File: src/rtl/pipeline_pkg.sv
// Shared pipeline definitions: register address width, regfile select code and
// scoreboard entry layout {valid, dst, is_load} (is_load in bit 0).
package pipeline_pkg;

    localparam int ADDR_W          = 5;
    localparam int FWD_SEL_REGFILE = 0;
    localparam int SB_LOAD_BIT     = 0;
    localparam int SB_DST_LSB      = 1;

    typedef struct packed {
        logic              valid;
        logic [ADDR_W-1:0] dst;
        logic              is_load;
    } sb_entry_t;

    function automatic int sb_entry_w(input int addr_w);
        return addr_w + 2;
    endfunction

endpackage

File: src/rtl/fwd_src_match.sv
// Per-source scoreboard search: youngest in-flight writer of the source selects
// its pipeline register; flags a load that is not yet forwardable.
module fwd_src_match
    import pipeline_pkg::*;
#(
    parameter int ADDR_W     = pipeline_pkg::ADDR_W,
    parameter int DEPTH      = 2,
    parameter int LOAD_STAGE = 2,
    parameter int SEL_W      = $clog2(DEPTH + 1)
) (
    input  logic [ADDR_W-1:0]                       src_addr,
    input  logic                                    src_used,
    input  logic [DEPTH*sb_entry_w(ADDR_W)-1:0]     sb_flat,
    output logic [SEL_W-1:0]                        sel,
    output logic                                    load_hazard
);

    localparam int EW = sb_entry_w(ADDR_W);

    always_comb begin
        sel         = SEL_W'(FWD_SEL_REGFILE);
        load_hazard = 1'b0;
        // Oldest first so the youngest match is the one left standing.
        for (int j = DEPTH - 1; j >= 0; j--) begin
            if (src_used && (src_addr != '0) && sb_flat[j*EW + ADDR_W + 1] &&
                (sb_flat[j*EW + SB_DST_LSB +: ADDR_W] == src_addr)) begin
                sel         = SEL_W'(j + 1);
                load_hazard = sb_flat[j*EW + SB_LOAD_BIT] && ((j + 1) < LOAD_STAGE);
            end
        end
    end

endmodule

File: src/rtl/fwd_scoreboard_unit.sv
// Forwarding/hazard unit: destination-tag scoreboard, ID-stage select resolution
// registered into EX, load-use stall. Optional counters under HAZARD_STATS_EN.
module fwd_scoreboard_unit
    import pipeline_pkg::*;
#(
    parameter int NUM_SRC    = 2,
    parameter int ADDR_W     = pipeline_pkg::ADDR_W,
    parameter int DEPTH      = 2,
    parameter int LOAD_STAGE = 2,
    localparam int SEL_W     = $clog2(DEPTH + 1)
) (
    input  logic                        clk,
    input  logic                        reset,
    input  logic                        id_valid,
    input  logic [NUM_SRC*ADDR_W-1:0]   id_src_addr,
    input  logic [NUM_SRC-1:0]          id_src_used,
    input  logic [ADDR_W-1:0]           id_dst_addr,
    input  logic                        id_reg_write,
    input  logic                        id_is_load,
    input  logic                        flush,
    output logic                        stall,
`ifdef HAZARD_STATS_EN
    output logic [15:0]                 stat_stall_cnt,
    output logic [15:0]                 stat_fwd_cnt,
`endif
    output logic [NUM_SRC*SEL_W-1:0]    ex_fwd_sel
);

    localparam int EW = sb_entry_w(ADDR_W);

    logic [DEPTH*EW-1:0]        sb_q, sb_d;
    logic [NUM_SRC*SEL_W-1:0]   sel_all;
    logic [NUM_SRC*SEL_W-1:0]   ex_fwd_sel_q, ex_fwd_sel_d;
    logic [NUM_SRC-1:0]         hazard;
    logic [EW-1:0]              new_entry;
    logic                       bubble;

    for (genvar i = 0; i < NUM_SRC; i++) begin : g_src
        fwd_src_match #(
            .ADDR_W     (ADDR_W),
            .DEPTH      (DEPTH),
            .LOAD_STAGE (LOAD_STAGE),
            .SEL_W      (SEL_W)
        ) u_match (
            .src_addr    (id_src_addr[i*ADDR_W +: ADDR_W]),
            .src_used    (id_src_used[i]),
            .sb_flat     (sb_q),
            .sel         (sel_all[i*SEL_W +: SEL_W]),
            .load_hazard (hazard[i])
        );
    end

    always_comb begin
        // Flush and reset both override a pending load-use hazard.
        stall     = id_valid & ~flush & ~reset & (|hazard);
        bubble    = stall | flush | ~id_valid;
        new_entry = '0;
        if (!bubble) begin
            new_entry = {id_reg_write && (id_dst_addr != '0), id_dst_addr, id_is_load};
        end
        sb_d = sb_q;
        for (int k = DEPTH - 1; k >= 1; k--) begin
            sb_d[k*EW +: EW] = sb_q[(k-1)*EW +: EW];
        end
        sb_d[EW-1:0] = new_entry;
        ex_fwd_sel_d = bubble ? '0 : sel_all;
    end

    always_ff @(posedge clk) begin
        if (reset) begin
            sb_q         <= '0;
            ex_fwd_sel_q <= '0;
        end else begin
            sb_q         <= sb_d;
            ex_fwd_sel_q <= ex_fwd_sel_d;
        end
    end

    assign ex_fwd_sel = ex_fwd_sel_q;

`ifdef HAZARD_STATS_EN
    logic [15:0] stall_cnt_q, stall_cnt_d;
    logic [15:0] fwd_cnt_q, fwd_cnt_d;

    always_comb begin
        stall_cnt_d = stall_cnt_q;
        fwd_cnt_d   = fwd_cnt_q;
        if (stall && (stall_cnt_q != 16'hFFFF)) begin
            stall_cnt_d = stall_cnt_q + 16'd1;
        end
        if (!bubble && (|sel_all) && (fwd_cnt_q != 16'hFFFF)) begin
            fwd_cnt_d = fwd_cnt_q + 16'd1;
        end
    end

    always_ff @(posedge clk) begin
        if (reset) begin
            stall_cnt_q <= '0;
            fwd_cnt_q   <= '0;
        end else begin
            stall_cnt_q <= stall_cnt_d;
            fwd_cnt_q   <= fwd_cnt_d;
        end
    end

    assign stat_stall_cnt = stall_cnt_q;
    assign stat_fwd_cnt   = fwd_cnt_q;
`endif

endmodule

File: config.mk
export PLATFORM = sky130hd
export DESIGN_NAME = fwd_scoreboard_unit
export DESIGN_NICKNAME = d
export VERILOG_FILES = /design/src/rtl/pipeline_pkg.sv /design/src/rtl/fwd_src_match.sv /design/src/rtl/fwd_scoreboard_unit.sv
export SDC_FILE = /design/constraint.sdc
export NUM_CORES = 1
export LEC_CHECK = 0
export CAP_MARGIN = 10
export CORE_AREA = 10 10 55 57
export CTS_BUF_LIST = sky130_fd_sc_hd__clkbuf_16
export DETAILED_ROUTE_END_ITERATION = 10
export DIE_AREA = 0 0 65 67
export HOLD_SLACK_MARGIN = 0.03
export PLACE_DENSITY = 0.77
export RECOVER_POWER = 25
export SLEW_MARGIN = 20
export SYNTH_ARGS = -nofsm -noshare
export SYNTH_HDL_FRONTEND = slang
export SYNTH_SLANG_ARGS = --single-unit
File: constraint.sdc
create_clock -name clk -period 1.6 [get_ports clk]
set_input_delay 0.16 -clock clk [delete_from_list [all_inputs] [get_ports clk]]
set_output_delay 0.16 -clock clk [all_outputs]
set_load 0.01 [all_outputs]
* Word-level counts from Yosys, hierarchy flattened
Cells that the tools add are included.
** Cells by class
- Bitwise gates (word level) :: 8
- Eq/ne operators :: 4
- Multiplexer cells :: 6
- Reductions and logical operators :: 18
** Operators with widths (number)
- 5-bit == test :: 4
- 5-bit nonzero test :: 3
- 1-bit logical AND :: 11
- 3-bit OR reduction :: 2
- 1-bit two-way mux :: 4
- 2-bit two-way mux :: 2
- 2-bit OR reduction :: 2
- 1-bit bitwise AND :: 3
- 1-bit NOT :: 3
- 1-bit OR :: 2
** Storage, ports and cells
- Output and inout bits :: 5
- Input port bits :: 23
- Register bits :: 18
- Word-level logic and storage cells :: 41

* Logic depth before layout (Yosys ltp)
Gate-level depths: netlist (run 1).
- Word-level depth :: 10
- Depth in mapped cells :: 5
- Gate-level depth less buffers :: 5

* Hierarchy
Synthesis (run 1) repeated with hierarchy kept, for this count alone.
** Second synthesis, totals
- Cell total of the unflattened synthesis :: 80
- Area total of the unflattened synthesis :: 873.3 µm²
** By module, submodules not included
- fwd_scoreboard_unit :: area an instance 548.0 µm², sequential area each 360.3 µm², cells each 42, times used 1
- fwd_src_match :: area an instance 162.7 µm², sequential area each 0.0 µm², cells each 19, times used 2

* Worst setup path before layout (run 1)
OpenSTA, ideal clock, no wires.
- Path kind :: input to output
- Start :: input id_src_addr[3]
- End :: output stall
- Buffers on the path :: 0
- Data required time :: 1440 ps
- Path slack :: 110 ps
- Stages on the path :: 5
- Data arrival time :: 1330 ps
- Cell sequence :: or4_4 -> o21ai_4 -> nor3_2 -> o21a_4 -> and2_4
** Between the ends
- Word-level cells in the longest chain between the ends :: 7
- Elaborated cells on any way between the ends :: 8
- Those cells by class :: eq/ne (1); mux (1); bitwise (1); reduce/logical (5)
** Ends and longest elaborated chain
- from (decl) :: RTL line fwd_scoreboard_unit.sv:15 : input logic [NUM_SRC*ADDR_W-1:0] id_src_addr,
- 5-bit nonzero test :: RTL line fwd_src_match.sv:25 : if (src_used && (src_addr != '0) && sb_flat[j*EW + ADDR_W + 1] &&
- 1-bit logical AND (2 in series) :: RTL line fwd_src_match.sv:25
- 1-bit logical AND (*) :: RTL line fwd_src_match.sv:25
- 1-bit two-way mux (*) :: RTL line fwd_src_match.sv:25
- 2-bit OR reduction (*) :: RTL line fwd_scoreboard_unit.sv:55 : stall = id_valid & ~flush & ~reset & (|hazard);
- 1-bit bitwise AND (*) :: RTL line fwd_scoreboard_unit.sv:55
- to (decl) :: RTL line fwd_scoreboard_unit.sv:21 : output logic stall,
Every way passes the cells marked *; elsewhere a longest branch is shown, timed or not.

* Worst setup path after layout (run 1)
- Start :: input id_src_addr[4]
- End :: output stall
The elaborated chain is that of the path after synthesis.

==> results.md, run 1 <==
Final layout:
- The end-of-flow core utilization is ~74%.
- Relative to the synthesized area, the layout overhead comes to 78.5%.
- The multi-input combinational cells in the finished layout cover a total of 571 µm².
- In the final layout, the share of cells above drive strength 1 is 41.4%.
- Fill cells in the final layout number 141.
- In the final design database the tool counted 157 nets.
- The area used by sequential logic in the layout is 352 µm².
- 0 antenna diodes ended up in the layout.

Synthesis:
- The prevailing post-synth register cell is dfxtp_1.
- During synthesis, Yosys emitted a total of 0 warnings.
- Summed over all instances, the cell type with the most area after synthesis is dfxtp_1.
- The synthesis-stage register bit count is 17.
- The share of the Yosys chip area taken by registers is 42.0%.
- The area share of the largest cell type after synthesis is a little over two fifths.
- The commonest cells after synthesis are dfxtp_1, xnor2_1, nand2_1, nor2_1.
- Yosys mapped a number of flops with a built-in enable equal to 0.
- The mean cell area of the mapped netlist is 9.99 µm².
- After technology mapping, the gate count stands at between 80 and 90.
- By instance count, the leading cell after synthesis is dfxtp_1.
- Yosys mapped the design onto 21 distinct sky130hd cell types.
- After synthesis, the cell types taking the most area are dfxtp_1, xnor2_1, xor2_1.
- The share of flip-flops with an asynchronous set or reset after synthesis is 0%.
- The total nets after synthesis is 104.
- The area of the mapped netlist is ~810 µm².

GRT:
- The number of global-route vias before repair is between 800 and 900.
- The first global-routing pass estimated roughly 3800 µm of wire.
- The total overflow reported by the global router is 0.
- The global routing usage summed across all routing layers is between 10% and 20%.
- The number of antenna violations at the first check in global routing is 0.
- Entering global routing, the biggest net connects 10 pins.

Detailed routing:
- The final routed DRC violation total is 0.
- In the final routed layout, each cell accounts on average for 14.9 µm.
- The detailed-routing iteration count for the pre-antenna-repair pass is 4.
- The detailed router placed slightly below 800 vias in this run.
- For this block, the routed nets add up to approximately 2400 µm of wire.
- The first routing iteration left 13 violations.
- The detail route stage leaves a number of antenna-violating nets equal to 0.
- The post-detailed-route via-to-cell ratio is between 4 and 5.

STA:
- The headroom to the max-slew limit is 81.7%.
- The final-report hold violation count was 0.
- The slew at the pin with the worst max-slew slack is roughly 0.27 ns.
- The minimum setup slack in the final design is -0.112 ns.
- The count of final max-slew check failures came to 0.
- The final critical-path share of the clock period is 107%.
- Setup violations remaining at the end of the flow were counted as 1.
- The minimum hold slack is approximately 0.30 ns.
- The minimum clock period is around 1.7 ns.
- The worst clock skew is approximately 0.0014 ns.
- For this run, the top clock speed supported by timing is 0.584 GHz.
- Setup repair after global routing could not meet its margin everywhere.
- The sum of negative setup slack is -0.112 ns.

Power and ir drop:
- For this design the static power due to leakage is 0.609 nW.
- The relative contribution of combinational cells to total power is between 15 and 20%.
- The maximum vdd ir drop is just under 0.7 mV.
- The analysis attributes to net switching a power of 0.228 mW.
- In this run switching power makes up 20.9% of total power.
- The internal power component is roughly 0.86 mW.
- The design draws about 1.1 mW.
- Power spread over the standard cell area amounts to roughly 750 nW/µm².
- The relative contribution of sequential cells to total power is around 40%.
- The share of power burned in the clock network is 44.5%.

Floorplanning:
- The die outline height is 67 µm.
- Once the floorplan was initialized, standard cells occupied between 40% and 50% of the core.
- The die covers 4360 µm².
- For this design the top-level I/O count stands at 28.
- The die span in x is around 65 µm.
- Row generation in the floorplan step produced 16 rows.
- The core region is ~1900 µm².

Worst hold path:
- The worst hold path belongs to the class in2reg.

Job:
- The tool flagged a number of max-cap violations equal to 0.

Clock tree:
- Clock latency on the worst-skew pair, taken at its later pin, is approximately 0.25 ns.
- The maximum level of the CTS H-tree is 1.
- The sink count of the clock tree is 17.
- The number of buffers on the longest clock path is 2.
- Clock tree synthesis inserted a total of 3 buffers.
- The cell sitting at the root of the clock tree is a clkbuf_16.
- The clock transition at the registers of the reported paths is 0.05 ns.
- TritonCTS built the clock tree.

Setup path:
- The type of element capturing the critical path is an output pin.
- The critical path in this run is classified as in2out.
- STA puts the critical path data required time at approximately 1.4 ns.
- The maximum fanout along the worst path is 2.
- The setup check on the worst reg-to-reg path leaves a slack of 0.24 ns.
- The arrival time of data at the critical path endpoint is approximately 1.6 ns.
- The worst setup path is launched from an input pin.

Placement:
- Prior to clock tree synthesis, the placed netlist has a worst setup slack of -0.794 ns.
- Once detailed placement completed, the half-perimeter wirelength came to ~1800 µm.
- The final weighted congestion in routability-driven placement is 0.863.
- The count of buffers added on input and output ports is 27.

Outcome:
- The final reports fail on negative setup slack.
- The flow ran to the end, but the final reports show violations.
[kinds of logic after synthesis]
logic type | Yosys count | synth area share, %
and+or+nand+nor | 37 | 26.3
xor gates and xnor gates | 20 | 21.6
DFF | 17 | 42.0
AOI/OAI and AO/OA | 6 | 9.58
buffers and inverters | 1 | 0.463
[cells in the final DEF, fill, tap and decap left out, types with 2 or more instances in the layout]
master / n
xor2_1: 6
dfxtp_2: 3
nor2b_1: 6
nor3_4: 2
xnor2_2: 4
dlygate4sd2_1: 3
xnor2_1: 10
nand4_1: 2
dfxtp_1: 12
or4_4: 2
buf_2: 5
o21ai_4: 2
buf_4: 22
dfxtp_4: 2
nor2_1: 7
clkbuf_16: 3
nand2_1: 8
and3b_1: 2
clkdlybuf4s50_1: 15
clkdlybuf4s15_1: 2
[cell type report]
cell class	instances	share of cell area, %
multi-input combinational	63	39.5
timing repair buffer	49	28.4
sequential	17	24.3
clock buffer	3	5.19
tap	27	2.34
clock inverter	1	0.260
[critical path: stages]
cell,delay [ns]
clkdlybuf4s15_1,0.19
or4_4,0.51
o21ai_4,0.18
nor3_4,0.06
o21a_4,0.20
and2_4,0.13
buf_6,0.11
[layer usage]
metal	vias up	GRT usage [%]	routed length (µm)
met3	6	4.85	142
met4	0	5.08	78
li1	382	-	-
met2	26	21.6	1250
met1	359	10.6	909
met5	-	0	0
[sequential cells by signal (all words and copies together) (netlist names)]
| name | count |
|---|---|
| ex_fwd_sel | 4 |
| sb_q | 13 |
[power by group through the flow]
stage / logic [mW] / registers (mW) / clock network (mW)
floorplan: 0.0463 / 0.446 / 0
global placement: 0.146 / 0.447 / 0
detailed placement: 0.150 / 0.448 / 0
CTS: 0.153 / 0.440 / 0.498
global route: 0.179 / 0.439 / 0.513
finish: 0.167 / 0.439 / 0.485
[final timing paths]
path / from / endpoint / cells past startpoint
worst max-delay path: id_src_addr[4] / stall / 7
worst min-delay path: reset / sb_q[11] / 3
worst max register to register: sb_q[2] / sb_q[6] / 6
worst min register to register: sb_q[6] / sb_q[13] / 1
[through the flow]
| step | instances | area [µm²] |
|---|---|---|
| after global routing | 160 | 1450 |
| final | 160 | 1450 |
| after floorplan | 81 | 810 |
| after global placement | 153 | 1250 |
| after detailed placement | 153 | 1250 |
| after CTS | 160 | 1360 |
[repair_timing]
action | in CTS | in global routing
hold buffers | 0 | 0
pin swaps | 12 | 11
setup buffers | 3 | 0
resized for setup | 41 | 15
setup endpoints to repair | 11 | 3
No activity file was read; power rests on OpenSTA's default activity.
==> run 2: changes to the inputs <==
--- a/config.mk
+++ b/config.mk
@@ -13,6 +13,7 @@
 export HOLD_SLACK_MARGIN = 0.03
 export PLACE_DENSITY = 0.77
 export RECOVER_POWER = 25
+export REMOVE_ABC_BUFFERS = 1
 export SLEW_MARGIN = 20
 export SYNTH_ARGS = -nofsm -noshare
 export SYNTH_HDL_FRONTEND = slang
==> results.md, run 2 (same netlist as run 1, synthesis figures left out) <==
Detailed routing:
- The routed wire length is 2500 µm.
- The detailed-route wire length per cell is 15.3 µm.
- The final routed DRC violation total is 0.
- The number of DRC markers in iteration 0 is 12.
- The detailed-routing iteration count for the pre-antenna-repair pass is 4.
- Dividing the detail-routed via count by the number of cells gives between 4 and 5.
- The post-route antenna net violation count is 0.
- The detailed router placed 770 vias in this run.

Floorplanning:
- The initial utilization of the core area, before any placement, comes to a little over two fifths.
- The area of the core is approximately 1900 µm².
- The floorplan step set the die width to roughly 65 µm.
- The placement row count is 16.
- 28 I/O pins were placed.
- The die covers 4360 µm².
- Measured along the y axis, the die boundary spans ~67 µm.

Power and ir drop:
- The internal power component is 0.869 mW.
- IR analysis of the VDD net gives a maximum drop of around 0.79 mV.
- For this design the total switching power over the nets is ~0.25 mW.
- The relative contribution of sequential cells to total power is 39.3%.
- The switching part of the total is ~22%.
- For this design the static power due to leakage is between 0.5 and 0.6 nW.
- The share of total power dissipated in the clock network is between 40% and 50%.
- The relative contribution of combinational cells to total power is between 10% and 20%.
- The cell area power density is slightly below 800 nW/µm².

STA:
- After layout, the worst setup slack is -0.0795 ns.
- Setup repair after global routing could not meet its margin everywhere.
- The count of final max-slew check failures came to 0.
- The highest achievable clock rate is between 0.5 and 0.6 GHz.
- Of the available clock period, the critical path in the final layout requires 105%.
- The minimum clock period is about 1.7 ns.
- The clock arrives with about 0.0053 ns of skew.
- Setup violations remaining at the end of the flow were counted as 1.
- The final-report hold violation count is 0.
- The slew at the pin with the worst max-slew slack is approximately 0.26 ns.
- The minimum hold slack is between 0.3 and 0.4 ns.
- The worst pin sits at a relative slew slack of between 80% and 90%.

Worst hold path:
- The path class of the lowest-slack min-delay path is in2reg.

Setup path:
- Grouping stages by cell kind, the critical path spends the most delay in simple AND/OR/NAND/NOR gates.
- For flop-to-flop paths, the worst setup slack is about 0.17 ns.
- Along the worst path, the maximum fanout reaches 3.
- By startpoint and endpoint, the worst setup path is classified as reg2out.
- The data required time of the worst path is 1.44 ns.
- The highest-delay cell along the critical path is dfxtp_2.
- STA classifies the critical path startpoint as a flip-flop.
- The arrival time of data at the critical path endpoint is 1.52 ns.
- STA classifies the critical path endpoint as an output pin.
- The critical path goes through xnor2_1 > nand4_1 > nor3_4 > o21a_4 > and2_4 > buf_6.
- The buffers plus inverters on the worst setup path is 1.
- The delay of the slowest cell on the worst path is 0.34 ns.

Final layout:
- The area added between synthesis and finish is 76.8%.
- The register with the most flip-flops is sb_q.
- In the final layout, the share of cells above drive strength 1 is 43.4%.
- Leaving out fill and tap cells, the most frequent cell in the layout is buf_4.
- In the layout the commonest cells are buf_4, clkdlybuf4s50_1, dfxtp_1.
- The diode insertion count for antenna repair is 0.
- The end-of-flow core utilization is about three quarters.
- For this run, the post-layout net count is 160.
- The number of flip-flops under the largest register name is 13.

Clock tree:
- The root buffer cell is clkbuf_16.
- After clock tree synthesis, the clock-pin slew on the worst setup and hold paths is 0.06 ns.
- The TritonCTS clock tree is done.
- The sink count of the clock tree is 17.
- The later pin in the worst-skew pair is clocked with a latency of 0.25 ns.
- The number of buffers on the longest clock path is 2.
- The maximum level of the CTS H-tree is 1.
- The number of buffers inserted during clock tree synthesis is 3.

Placement:
- Port buffering added 27 buffers.
- Detailed placement finished with a half-perimeter wire length of between 1500 and 2000 µm.
- At the end of routability-driven placement, the weighted congestion stood at about 0.8.

GRT:
- The number of antenna violations at the first check in global routing is 0.
- The total overflow left after global routing is 0.
- The wire length of the first global-routing pass is approximately 3800 µm.
- The number of global-route vias before repair is approximately 840.
- The global routing usage summed across all routing layers is 11.0%.
- The pin count of the biggest net entering global routing is 12.

Job:
- The tool flagged a number of max-cap violations equal to 0.

Outcome:
- The checks that failed: negative setup slack.
- The flow ran to the end, but the final reports show violations.
-- run 2: final timing paths --
kind / startpoint / endpoint / depth (start not counted)
setup / recovery: sb_q[2] / stall / 6
hold / removal: id_src_addr[4] / ex_fwd_sel[1] / 5
setup reg to reg: sb_q[3] / ex_fwd_sel[1] / 6
hold reg to reg: sb_q[4] / sb_q[11] / 1
-- run 2: per-stage QoR --
stage | cells | setup WS [ns] | cell area, µm² | power (mW) | setup TNS (ns)
after floorplan | 80 | -0.133 | 806 | 0.491 | -0.144
after global placement | 153 | -0.762 | 1250 | 0.594 | -3.84
after detailed placement | 153 | -0.762 | 1250 | 0.597 | -3.97
after CTS | 162 | -0.0952 | 1390 | 1.10 | -0.0952
after global routing | 163 | -0.143 | 1430 | 1.15 | -0.213
final | 163 | -0.0795 | 1430 | 1.12 | -0.0795
-- run 2: power by group through the flow --
stage / Sequential [mW] / Clock (mW) / Combinational [mW]
2_1_floorplan: 0.446 / 0 / 0.0458
3_3_place_gp: 0.447 / 0 / 0.146
3_5_place_dp: 0.447 / 0 / 0.150
4_1_cts: 0.439 / 0.511 / 0.154
5_1_grt: 0.440 / 0.534 / 0.179
6_report: 0.439 / 0.510 / 0.167
-- run 2: tightest hold or removal path: cells and delay by family --
family	cells	cell delay (ns)
buf+inv	2	0.20
compound gates	1	0.05
xor+xnor	1	0.06
simple gates	1	0.10
-- run 2: timing repair --
| item | CTS | global route |
|---|---|---|
| setup endpoints to repair | 10 | 3 |
| buffers inserted | 5 | 1 |
| pin swaps | 15 | 12 |
| cloned | 0 | 0 |
| resized for setup | 42 | 12 |
| hold buffers | 0 | 0 |
-- run 2: metal layers --
metal	global-route usage, %	vias up	part of all wire, %
met5	0	-	0
met4	3.21	0	0.60
met3	4.52	4	4.4
met2	19.2	21	53
met1	11.9	360	42
li1	-	385	-
-- run 2: cell type report --
| cell class | count | area (µm²) |
|---|---|---|
| clock buffers | 3 | 75.1 |
| clock inverters | 1 | 7.51 |
| fillers | 150 | 510 |
| multi-input cells | 63 | 548 |
| flip-flops and latches | 17 | 349 |
| well taps | 27 | 33.8 |
| repair buffers | 52 | 418 |
==> run 3: changes to the inputs <==
--- a/config.mk
+++ b/config.mk
@@ -18,3 +18,4 @@
 export SYNTH_ARGS = -nofsm -noshare
 export SYNTH_HDL_FRONTEND = slang
 export SYNTH_SLANG_ARGS = --single-unit
+export TNS_END_PERCENT = 1
==> results.md, run 3 (same netlist as run 1, synthesis figures left out) <==
Outcome:
- The run finished, with violations left.
- The final reports fail on negative setup slack.

STA:
- The minimum setup slack in the final design is -0.101 ns.
- Setup repair after global routing could not meet its margin everywhere.
- For the pin with the worst max-slew slack, the measured transition is approximately 0.26 ns.
- The worst path in the final design needs a cycle of between 1.5 and 2 ns, including I/O delays and setup.
- The worst clock skew is between 0.005 and 0.006 ns.
- Derived from the worst setup path, the maximum achievable clock frequency is ~0.6 GHz.
- After routing, the total negative slack on setup checks comes to -0.101 ns.
- The final-report hold violation count is 0.
- The count of final max-slew check failures is 0.
- The headroom to the max-slew limit is roughly 83%.
- Setup violations remaining at the end of the flow were counted as 1.
- Dividing the final minimum period by the clock period gives 106%.

Clock tree:
- The clock passes through at most 2 buffers.
- CTS built an H-tree with a depth of 1.
- For the worst-skew pair, the clock arrives at the later sink with an insertion delay of 0.25 ns.
- After clock tree synthesis, the clock-pin slew on the worst setup and hold paths is roughly 0.060 ns.
- The root buffer cell is clkbuf_16.
- The hold buffer count at cts is 0.
- Clock tree synthesis inserted a total of 3 buffers.
- The TritonCTS clock tree is done.
- The sink count of the clock tree is 17.

Setup path:
- Of all nets on the critical path, the largest fanout is 3.
- Counting both buffers and inverters, the worst setup path holds a total of 1.
- The worst setup slack for register-to-register paths is 0.17 ns.
- The sort of element at the start of the critical path is a flip-flop.
- STA puts the critical path data required time at 1.44 ns.
- At the worst endpoint, the arrival time is 1.54 ns.
- The largest individual stage delay along the critical path comes from the cell dfxtp_2.
- STA classifies the critical path endpoint as an output pin.
- The worst setup path is of the reg2out kind.
- The signal on the critical path passes through xnor2_1 > nand4_1 > nor3_4 > o21a_4 > and2_4 > buf_6.
- The delay of the slowest cell on the worst path is around 0.34 ns.
- The largest delay contributor family on the critical path is simple AND/OR/NAND/NOR gates.

Placement:
- The HPWL after detailed placement is approximately 1600 µm.
- The final weighted congestion in routability-driven placement is approximately 0.8.
- The number of buffers added on ports is 27.
- The post-placement worst setup slack is -0.762 ns.
- The number of placed instances, taps included, is approximately 150.

Worst hold path:
- The path class of the lowest-slack min-delay path is in2reg.

Detailed routing:
- The total via count in the routed design is between 700 and 800.
- In the routed layout, each cell is associated on average with a via count of between 4 and 5.
- The routed wire length is approximately 2400 µm.
- The post-route antenna net violation count is 0.
- The final routed DRC violation total is 0.
- The first detailed-routing pass ran for 4 iterations.
- The first routing iteration left 21 violations.
- The detailed-route wire length per cell is 15.0 µm.

GRT:
- The global routing usage summed across all routing layers is between 10% and 20%.
- Entering global routing, the biggest net connects 12 pins.
- For this run the aggregate overflow at the end of global routing stands at 0.
- The number of global-route vias before repair is roughly 840.
- The number of antenna violations at the first check in global routing is 0.
- The first global-routing pass estimated between 3000 and 4000 µm of wire.

Final layout:
- The layout has 155 filler cells.
- At the end of the flow the core is filled with cells to between 70 and 80%.
- The area occupied by multi-input gates is roughly 540 µm².
- The net count of the finished layout is around 160.
- The most common library cell in the layout ignoring fill and taps is buf_4.
- The area added between synthesis and finish is 74.5%.
- In the final layout, flip-flops and latches occupy 349 µm².
- The diode insertion count for antenna repair is 0.
- Leaving out fill and tap cells, the most frequent cells in the layout are buf_4, clkdlybuf4s50_1, dfxtp_1.
- The filler-free cell count of the finished design is roughly 160.
- The register with the most flip-flops in the layout has 13 of them.
- The post-route netlist has 42.2% of its cells at a drive strength greater than 1.
- Ranked by flip-flop count, first place goes to sb_q.

Power and ir drop:
- Summing internal, switching and leakage power gives 1.11 mW.
- IR analysis of the VDD net gives a maximum drop of between 0.7 and 0.8 mV.
- The leakage power of the design is around 0.58 nW.
- The cell area power density is about 780 nW/µm².

Floorplanning:
- The area of the core is a little under 2000 µm².
- The area enclosed by the die boundary is around 4400 µm².
- The effective utilization at floorplan is 41.7%.
- The die is between 60 and 70 µm tall.
- The die span in x is 65 µm.
- The placement row count is 16.
- Pin placement for this block handled 28 I/O pins.

Job:
- The tool flagged a number of max-cap violations equal to 0.
[run 3: metrics by stage]
| stage | hold WS (ns) | area (µm²) |
|---|---|---|
| 6_report | 0.381 | 1410 |
| 5_1_grt | 0.398 | 1410 |
| 4_1_cts | 0.366 | 1390 |
| 3_5_place_dp | 0.492 | 1250 |
| 3_3_place_gp | 0.485 | 1250 |
| 2_1_floorplan | 0.232 | 806 |
[run 3: path summary, 6_finish.rpt]
check                      start             to  cells after the start
setup / recovery         sb_q[2]          stall                      6
hold / removal    id_src_addr[4]  ex_fwd_sel[1]                      5
setup reg to reg         sb_q[3]  ex_fwd_sel[1]                      6
hold reg to reg          sb_q[4]       sb_q[11]                      1
[run 3: what timing repair did]
item,4_1_cts,5_1_grt
setup buffers,5,0
gates resized for setup,42,10
pin swaps,13,10
setup endpoints to repair,10,3
[run 3: where the power goes]
group / internal [mW] / switching [mW] / total [mW]
clock network: 0.337 / 0.170 / 0.507
logic: 0.100 / 0.0622 / 0.162
registers: 0.430 / 0.00848 / 0.439
[run 3: area by class of cell]
cell class              count  share of cell area (%)
well taps                  27                    2.39
multi-input cells          63                    38.0
clock buffers               3                    5.31
repair buffers             51                    29.1
flip-flops and latches     17                    24.7
clock inverters             1                   0.531
[run 3: worst register-to-register path, cell delays in order, from the launching register on]
cell	delay [ns]
dfxtp_4	0.36
xnor2_2	0.13
nand4_1	0.17
nor3_4	0.06
buf_4	0.13
buf_4	0.14
a2111oi_2	0.34
[run 3: layer usage]
metal / vias to the layer above / GRT usage [%] / part of all wire (%)
met5: - / 0 / 0
li1: 386 / - / -
met4: 0 / 3.21 / 0.33
met3: 2 / 4.52 / 4.7
met2: 22 / 19.2 / 53
met1: 363 / 11.9 / 41
